File: config.mk
export PLATFORM = sky130hd
export DESIGN_NAME = instr_stat_counter_flat
export DESIGN_NICKNAME = d
export VERILOG_FILES = /design/src/rtl/instr_stat_counter_if.sv /design/src/rtl/instr_stat_counter.sv /design/src/flat_wrapper.sv
export SDC_FILE = /design/constraint.sdc
export NUM_CORES = 1
export LEC_CHECK = 0
export ABC_AREA = 1
export BUFFER_PORTS_ARGS = -buffer_cell sky130_fd_sc_hd__buf_2
export CAP_MARGIN = 20
export CORE_UTILIZATION = 55
export CTS_BUF_LIST = sky130_fd_sc_hd__clkbuf_4 sky130_fd_sc_hd__clkbuf_8
export DETAILED_ROUTE_END_ITERATION = 6
export GPL_TIMING_DRIVEN = 1
export PLACE_DENSITY = 0.73
export SYNTH_ARGS = -nofsm -noshare
export SYNTH_HDL_FRONTEND = slang
export SYNTH_SLANG_ARGS = --single-unit
File: constraint.sdc
create_clock -name clk -period 19.53 [get_ports clk]
set_input_delay 3.906 -clock clk [delete_from_list [all_inputs] [get_ports clk]]
set_output_delay 3.906 -clock clk [all_outputs]
set_load 0.01 [all_outputs]
File: src/rtl/instr_stat_counter_if.sv
// Control and readout bundle for the instruction-mix profiler.
// The profiler owns the slave side; the core or the bench drives the master side.
interface instr_stat_counter_if #(
  parameter int CNT_W = 16
);
  logic             en;
  logic             instr_valid;
  logic [5:0]       op;
  logic             clear;
  logic             snap;
  logic [2:0]       rd_sel;
  logic [CNT_W-1:0] rd_data;
  logic [7:0]       ovf;

  modport master (
    output en, instr_valid, op, clear, snap, rd_sel,
    input  rd_data, ovf
  );

  modport slave (
    input  en, instr_valid, op, clear, snap, rd_sel,
    output rd_data, ovf
  );
endinterface

File: src/rtl/instr_stat_counter.sv
// Instruction-mix profiler: eight live counters (cycles, retired, six opcode classes),
// saturate/wrap overflow with sticky flags, atomic snapshot bank and registered read port.
module instr_stat_counter #(
  parameter int CNT_W    = 16,
  parameter bit SATURATE = 1'b1
) (
  input  logic                 clk,
  input  logic                 reset,
  instr_stat_counter_if.slave  bus
);

  localparam int N_CNT = 8;

  typedef enum logic [2:0] {
    CNT_CYCLES  = 3'd0,
    CNT_RETIRED = 3'd1,
    CNT_RTYPE   = 3'd2,
    CNT_IALU    = 3'd3,
    CNT_LOAD    = 3'd4,
    CNT_STORE   = 3'd5,
    CNT_BRANCH  = 3'd6,
    CNT_JUMP    = 3'd7
  } cnt_idx_e;

  logic [N_CNT-1:0][CNT_W-1:0] r_cnt;
  logic [N_CNT-1:0][CNT_W-1:0] r_shadow;
  logic [N_CNT-1:0]            r_ovf;
  logic [CNT_W-1:0]            r_rd_data;

  logic [5:0]                  w_cls;
  logic [N_CNT-1:0]            w_inc;
  logic [N_CNT-1:0]            w_carry;
  logic [N_CNT-1:0][CNT_W-1:0] w_cnt_nxt;
  logic [N_CNT-1:0]            w_ovf_nxt;

  // One-hot class decode; bit k of w_cls maps to counter index k+2.
  always_comb begin
    w_cls = 6'b000000;
    casez (bus.op)
      6'b000000:                                  w_cls[CNT_RTYPE  - 2] = 1'b1;
      6'b001???:                                  w_cls[CNT_IALU   - 2] = 1'b1;
      6'b100000, 6'b100001, 6'b100011,
      6'b100100, 6'b100101:                       w_cls[CNT_LOAD   - 2] = 1'b1;
      6'b101000, 6'b101001, 6'b101011:            w_cls[CNT_STORE  - 2] = 1'b1;
      6'b000001, 6'b0001??:                       w_cls[CNT_BRANCH - 2] = 1'b1;
      6'b00001?:                                  w_cls[CNT_JUMP   - 2] = 1'b1;
      default:                                    w_cls = 6'b000000;
    endcase
  end

  always_comb begin
    w_inc              = '0;
    w_inc[CNT_CYCLES]  = bus.en;
    w_inc[CNT_RETIRED] = bus.en & bus.instr_valid;
    w_inc[N_CNT-1:2]   = w_cls & {6{bus.en & bus.instr_valid}};
  end

  // The adder carry-out flags the all-ones increment; it never lands in the counter.
  always_comb begin
    w_cnt_nxt = r_cnt;
    w_ovf_nxt = r_ovf;
    w_carry   = '0;
    for (int i = 0; i < N_CNT; i++) begin
      logic [CNT_W:0] w_sum;
      w_sum      = {1'b0, r_cnt[i]} + {{CNT_W{1'b0}}, 1'b1};
      w_carry[i] = w_sum[CNT_W];
      if (bus.clear) begin
        w_cnt_nxt[i] = '0;
        w_ovf_nxt[i] = 1'b0;
      end else if (w_inc[i]) begin
        if (w_carry[i]) begin
          w_ovf_nxt[i] = 1'b1;
          w_cnt_nxt[i] = SATURATE ? r_cnt[i] : '0;
        end else begin
          w_cnt_nxt[i] = w_sum[CNT_W-1:0];
        end
      end
    end
  end

  always_ff @(posedge clk or posedge reset) begin
    if (reset) begin
      r_cnt <= '0;
      r_ovf <= '0;
    end else begin
      r_cnt <= w_cnt_nxt;
      r_ovf <= w_ovf_nxt;
    end
  end

  // Shadow captures pre-edge live values, so snap together with clear is a read-and-clear.
  always_ff @(posedge clk or posedge reset) begin
    if (reset) begin
      r_shadow <= '0;
    end else if (bus.snap) begin
      r_shadow <= r_cnt;
    end
  end

  always_ff @(posedge clk or posedge reset) begin
    if (reset) begin
      r_rd_data <= '0;
    end else begin
      r_rd_data <= r_shadow[bus.rd_sel];
    end
  end

  assign bus.rd_data = r_rd_data;
  assign bus.ovf     = r_ovf;

endmodule
File: src/flat_wrapper.sv
// flat-port wrapper written by rule: the top's interface ports become plain ports
module instr_stat_counter_flat 
#(
  parameter int CNT_W    = 16,
  parameter bit SATURATE = 1'b1
)
  (clk, reset, bus_en, bus_instr_valid, bus_op, bus_clear, bus_snap, bus_rd_sel, bus_rd_data, bus_ovf);
  instr_stat_counter_if #(.CNT_W(CNT_W)) bus_i ();
  input  logic clk;
  input  logic reset;
  input wire logic [$bits(bus_i.en)-1:0] bus_en;
  input wire logic [$bits(bus_i.instr_valid)-1:0] bus_instr_valid;
  input wire logic [$bits(bus_i.op)-1:0] bus_op;
  input wire logic [$bits(bus_i.clear)-1:0] bus_clear;
  input wire logic [$bits(bus_i.snap)-1:0] bus_snap;
  input wire logic [$bits(bus_i.rd_sel)-1:0] bus_rd_sel;
  output wire logic [$bits(bus_i.rd_data)-1:0] bus_rd_data;
  output wire logic [$bits(bus_i.ovf)-1:0] bus_ovf;
  assign bus_i.en = bus_en;
  assign bus_i.instr_valid = bus_instr_valid;
  assign bus_i.op = bus_op;
  assign bus_i.clear = bus_clear;
  assign bus_i.snap = bus_snap;
  assign bus_i.rd_sel = bus_rd_sel;
  assign bus_rd_data = bus_i.rd_data;
  assign bus_ovf = bus_i.ovf;
  instr_stat_counter #(.CNT_W(CNT_W), .SATURATE(SATURATE)) u_core (.clk(clk), .reset(reset), .bus(bus_i));
endmodule
==> impl_metrics.csv <==
group,metric,value,unit
critical_path,crit_path_end,"u_core.r_cnt[76]",
critical_path,r2r_setup_slk,17.18,ns
clock_tree,clock_tree.root_cell,"clkbuf_8",
die,coreArea,0.02621,mm^2
power,power.ir.vdd_worst,0.00004391,V
clock_tree,cts.clk_slew.worst_paths,0.06,ns
timing,hold_viol_final,0,
critical_path,slowest_delay,0.74,ns
clock_tree,cts_buffers,49,
clock_tree,insertion_delay,0.58,ns
critical_path,cp_cell_sequence,"buf_2, clkinv_2, buf_4, nand2_1, nand2_1, o21ai_0",
synthesis,synthDominantAreaCellType,"dfrtp_1",
cells_and_area,nFillCells,2247,
clock_tree,cts_htree_levels,2,
power,share_seq_of_total_power,0.464,
place,placement.io_buffers,38,
power,design_internal_power,984.2,uW
grt,use_met3,0.03718,
synthesis,synth.top_cell.area_share,0.4751,
clock_tree,postCtsResizedCells,0,
die,ios,39,
cells_and_area,mostFrequentLayoutCell,"nand2_1",
timing,grt_setup_unrepaired,"false",
critical_path,timing.critical_path.arrival,6.61,ns
critical_path,crit_path_frequent_cell,"nand2_1",
clock_tree,cts_setup_buffers,0,
synthesis,syn_area_per_cell,7.722,um^2
die,number_of_core_rows,59,
timing,fin_tns_setup,0,ns
cells_and_area,layout.nets,1947,
power,power_frac_comb,0.062,
power,clock_power_share,0.474,
detailed_routing,drt.antenna.violating_nets,0,
grt,grt_util_all_layers,0.2747,
grt,grt.met1_usage,0.4206,
critical_path,worst_setup_path_start_kind,"input port",
timing,post-route-period-util,0.3142,
grt,antenna_violations_before_repair,0,
detailed_routing,routed-via-count,12839,
power,power_density,80.11,mW/mm^2
synthesis,syn-instance-count,1910,
place,hpwlAfterDp,24740,um
grt,grt_util_met2,0.4090,
detailed_routing,detailedRoute.firstIterationViolations,1389,
die,fp.dieArea,0.02747,mm^2
synthesis,synth.cell_area,0.01475,mm^2
clock_tree,cts_hold_buffers,0,
run_status,failed_checks,"design-rule violations",
power,overall_power,1299,uW
critical_path,cp_max_fanout,61,
timing,max_slew_margin,0.3529,
clock_tree,numClockSinks,280,
critical_path,r2r_start,"u_core.r_cnt[113]",
detailed_routing,wl,36820,um
timing,finalSetupViolations,0,
timing,max_clock_freq,162.9,MHz
critical_path,slowest_stage,"clkinv_2",
critical_path,critPathRequiredTime,20.00,ns
timing,clock_skew,0.01685,ns
job,max-cap-violations,0,
cells_and_area,antenna-diode-count,0,
clock_tree,cts_tree,"done",
detailed_routing,drt-vias-per-instance,5.587,
critical_path,crit_path_start,"bus_clear",
detailed_routing,drt-pass1-iter-count,7,
die,floorplan.die.height,165.8,um
timing,slew_violations,0,
synthesis,synth.lib_cells_used.distinct,32,
synthesis,yosys_warnings,0,
place,globalplace.congestion,0.8954,
detailed_routing,final_routed_wire_length_divided_by_cell_count,16.02,um
power,power.switching_fraction,0.2426,
timing,finalCriticalPeriod,6.137,ns
cells_and_area,flow.area_growth_from_synthesis,9.977,%
critical_path,worstReg2RegEnd,"u_core.r_cnt[123]",
die,die_x,165.8,um
critical_path,reg2reg_depth,8,
synthesis,ys_seq_elements,280,
grt,grt_most_used_layer,"met1",
run_status,run_status,"complete, but fails checks",
critical_path,setup.worst_path.end_class,"flop",
synthesis,ys_top_cells_by_area,"dfrtp_1 48%, nand2_1 13%, o21ai_0 5.8%",
timing,max_slew.worst_pin.slew,0.9707,ns
grt,grt_first_pass_wirelength,61390,um
grt,maximum_number_of_pins_on_one_net_before_global_route_repair,146,
place,placed_cell_area,0.01502,mm^2
grt,via_count_of_the_first_global_routing_pass,11783,
synthesis,synthesis.nets,1933,
synthesis,seq_area_frac_synth,0.4751,
detailed_routing,post-route-drc-count,4,
cells_and_area,final_layout_size_suffix_gt1_frac,0.1131,
clock_tree,max-clock-path-buffers,3,
hold_path,hold_class,"flop to flop",
die,initial_cell_density_of_the_core,0.5628,
grt,grt.overflow.total,0,
power,p_sw,315.2,uW
power,power_leakage,0.007491,uW
critical_path,worstSetupPathType,"input port to flop",
cells_and_area,final_design_area_no_fill,0.01622,mm^2
cells_and_area,layout.cells.most_common_list,"530 x nand2_1, 280 x dfrtp_1, 201 x nor2_1, 170 x o21ai_0, 150 x inv_1",
## cell families after synthesis
family	Yosys count	share of synthesized area
buf+inv	245	0.06812
fa+ha+maj	8	0.006787
mux	27	0.02061
flops	280	0.4751
simple gates	989	0.2910
xor+xnor	39	0.02316
compound gates	322	0.1153
## synth_stat cells (all sizes together)
cell and n:
clkbuf 41, clkinv 1, mux2 27, dfrtp 280, o21bai 24, inv 161
nand3 111, nor2 228, ha 8, nand4 95, nor3 7, a31oi 16
o211ai 1, nand2 539, buf 42, o21a 1, or2 8, nand3b 1
o21ai 178, xor2 39, a21oi 102
## critical path: cells and delay by family
family	cells	cell delay (ns)
AO/OA/AOI/OAI	1	0.39
buffers and inverters	3	1.55
AND/OR/NAND/NOR	2	0.71
## worst min-delay path by stage
stage,start,end,slack (ns),depth (start not counted)
6_report,u_core.bus.ovf[1],u_core.bus.ovf[1],0.49,2
5_1_grt,u_core.r_shadow[114],u_core.r_shadow[114],0.52,1
4_1_cts,u_core.bus.ovf[7],u_core.bus.ovf[7],0.50,2
3_5_place_dp,u_core.bus.ovf[7],u_core.bus.ovf[7],0.48,2
3_3_place_gp,u_core.bus.ovf[7],u_core.bus.ovf[7],0.47,2
2_1_floorplan,u_core.r_shadow[113],u_core.r_shadow[113],0.48,1
## stage by stage
step / hold WS (ns) / std cells / utilization / setup WS [ns]
final: 0.4892 / 2298 / 0.6190 / 13.39
after detailed placement: 0.4830 / 2206 / 0.5732 / 12.87
after CTS: 0.4987 / 2296 / 0.6169 / 13.45
after floorplan: 0.4752 / 1910 / - / 7.902
after global routing: 0.5167 / 2298 / 0.6190 / 13.21
after global placement: 0.4744 / 2206 / 0.5732 / 12.94
## power groups by stage
stage	clock network, uW	registers (uW)	logic (uW)
floorplan	0	611	56.5
global placement	0	613	77.8
detailed placement	0	613	79.1
CTS	625	603	79.6
global route	654	604	89.6
finish	616	603	80.2
## state kept, by name, indices dropped and copies added (netlist names)
register / flops
u_core.bus.ovf: 8
u_core.bus.rd_data: 16
u_core.r_cnt: 128
u_core.r_shadow: 128
## cell type report
type | count | area (um^2) | share of cell area
inverters | 162 | 616.8 | 0.03803
repair buffers | 46 | 296.5 | 0.01828
flip-flops and latches | 280 | 7007 | 0.4320
clock inverters | 12 | 170.2 | 0.01049
multi-input cells | 1385 | 6738 | 0.4154
well taps | 335 | 419.2 | 0.02584
clock buffers | 78 | 973.4 | 0.06001
## layer usage
layer | share of wire | up-vias
met5 | 0 | -
met4 | 0.019 | 0
met3 | 0.061 | 59
met2 | 0.44 | 407
met1 | 0.48 | 6074
li1 | - | 6299
Note: power is estimated with default switching activity, not from simulation.
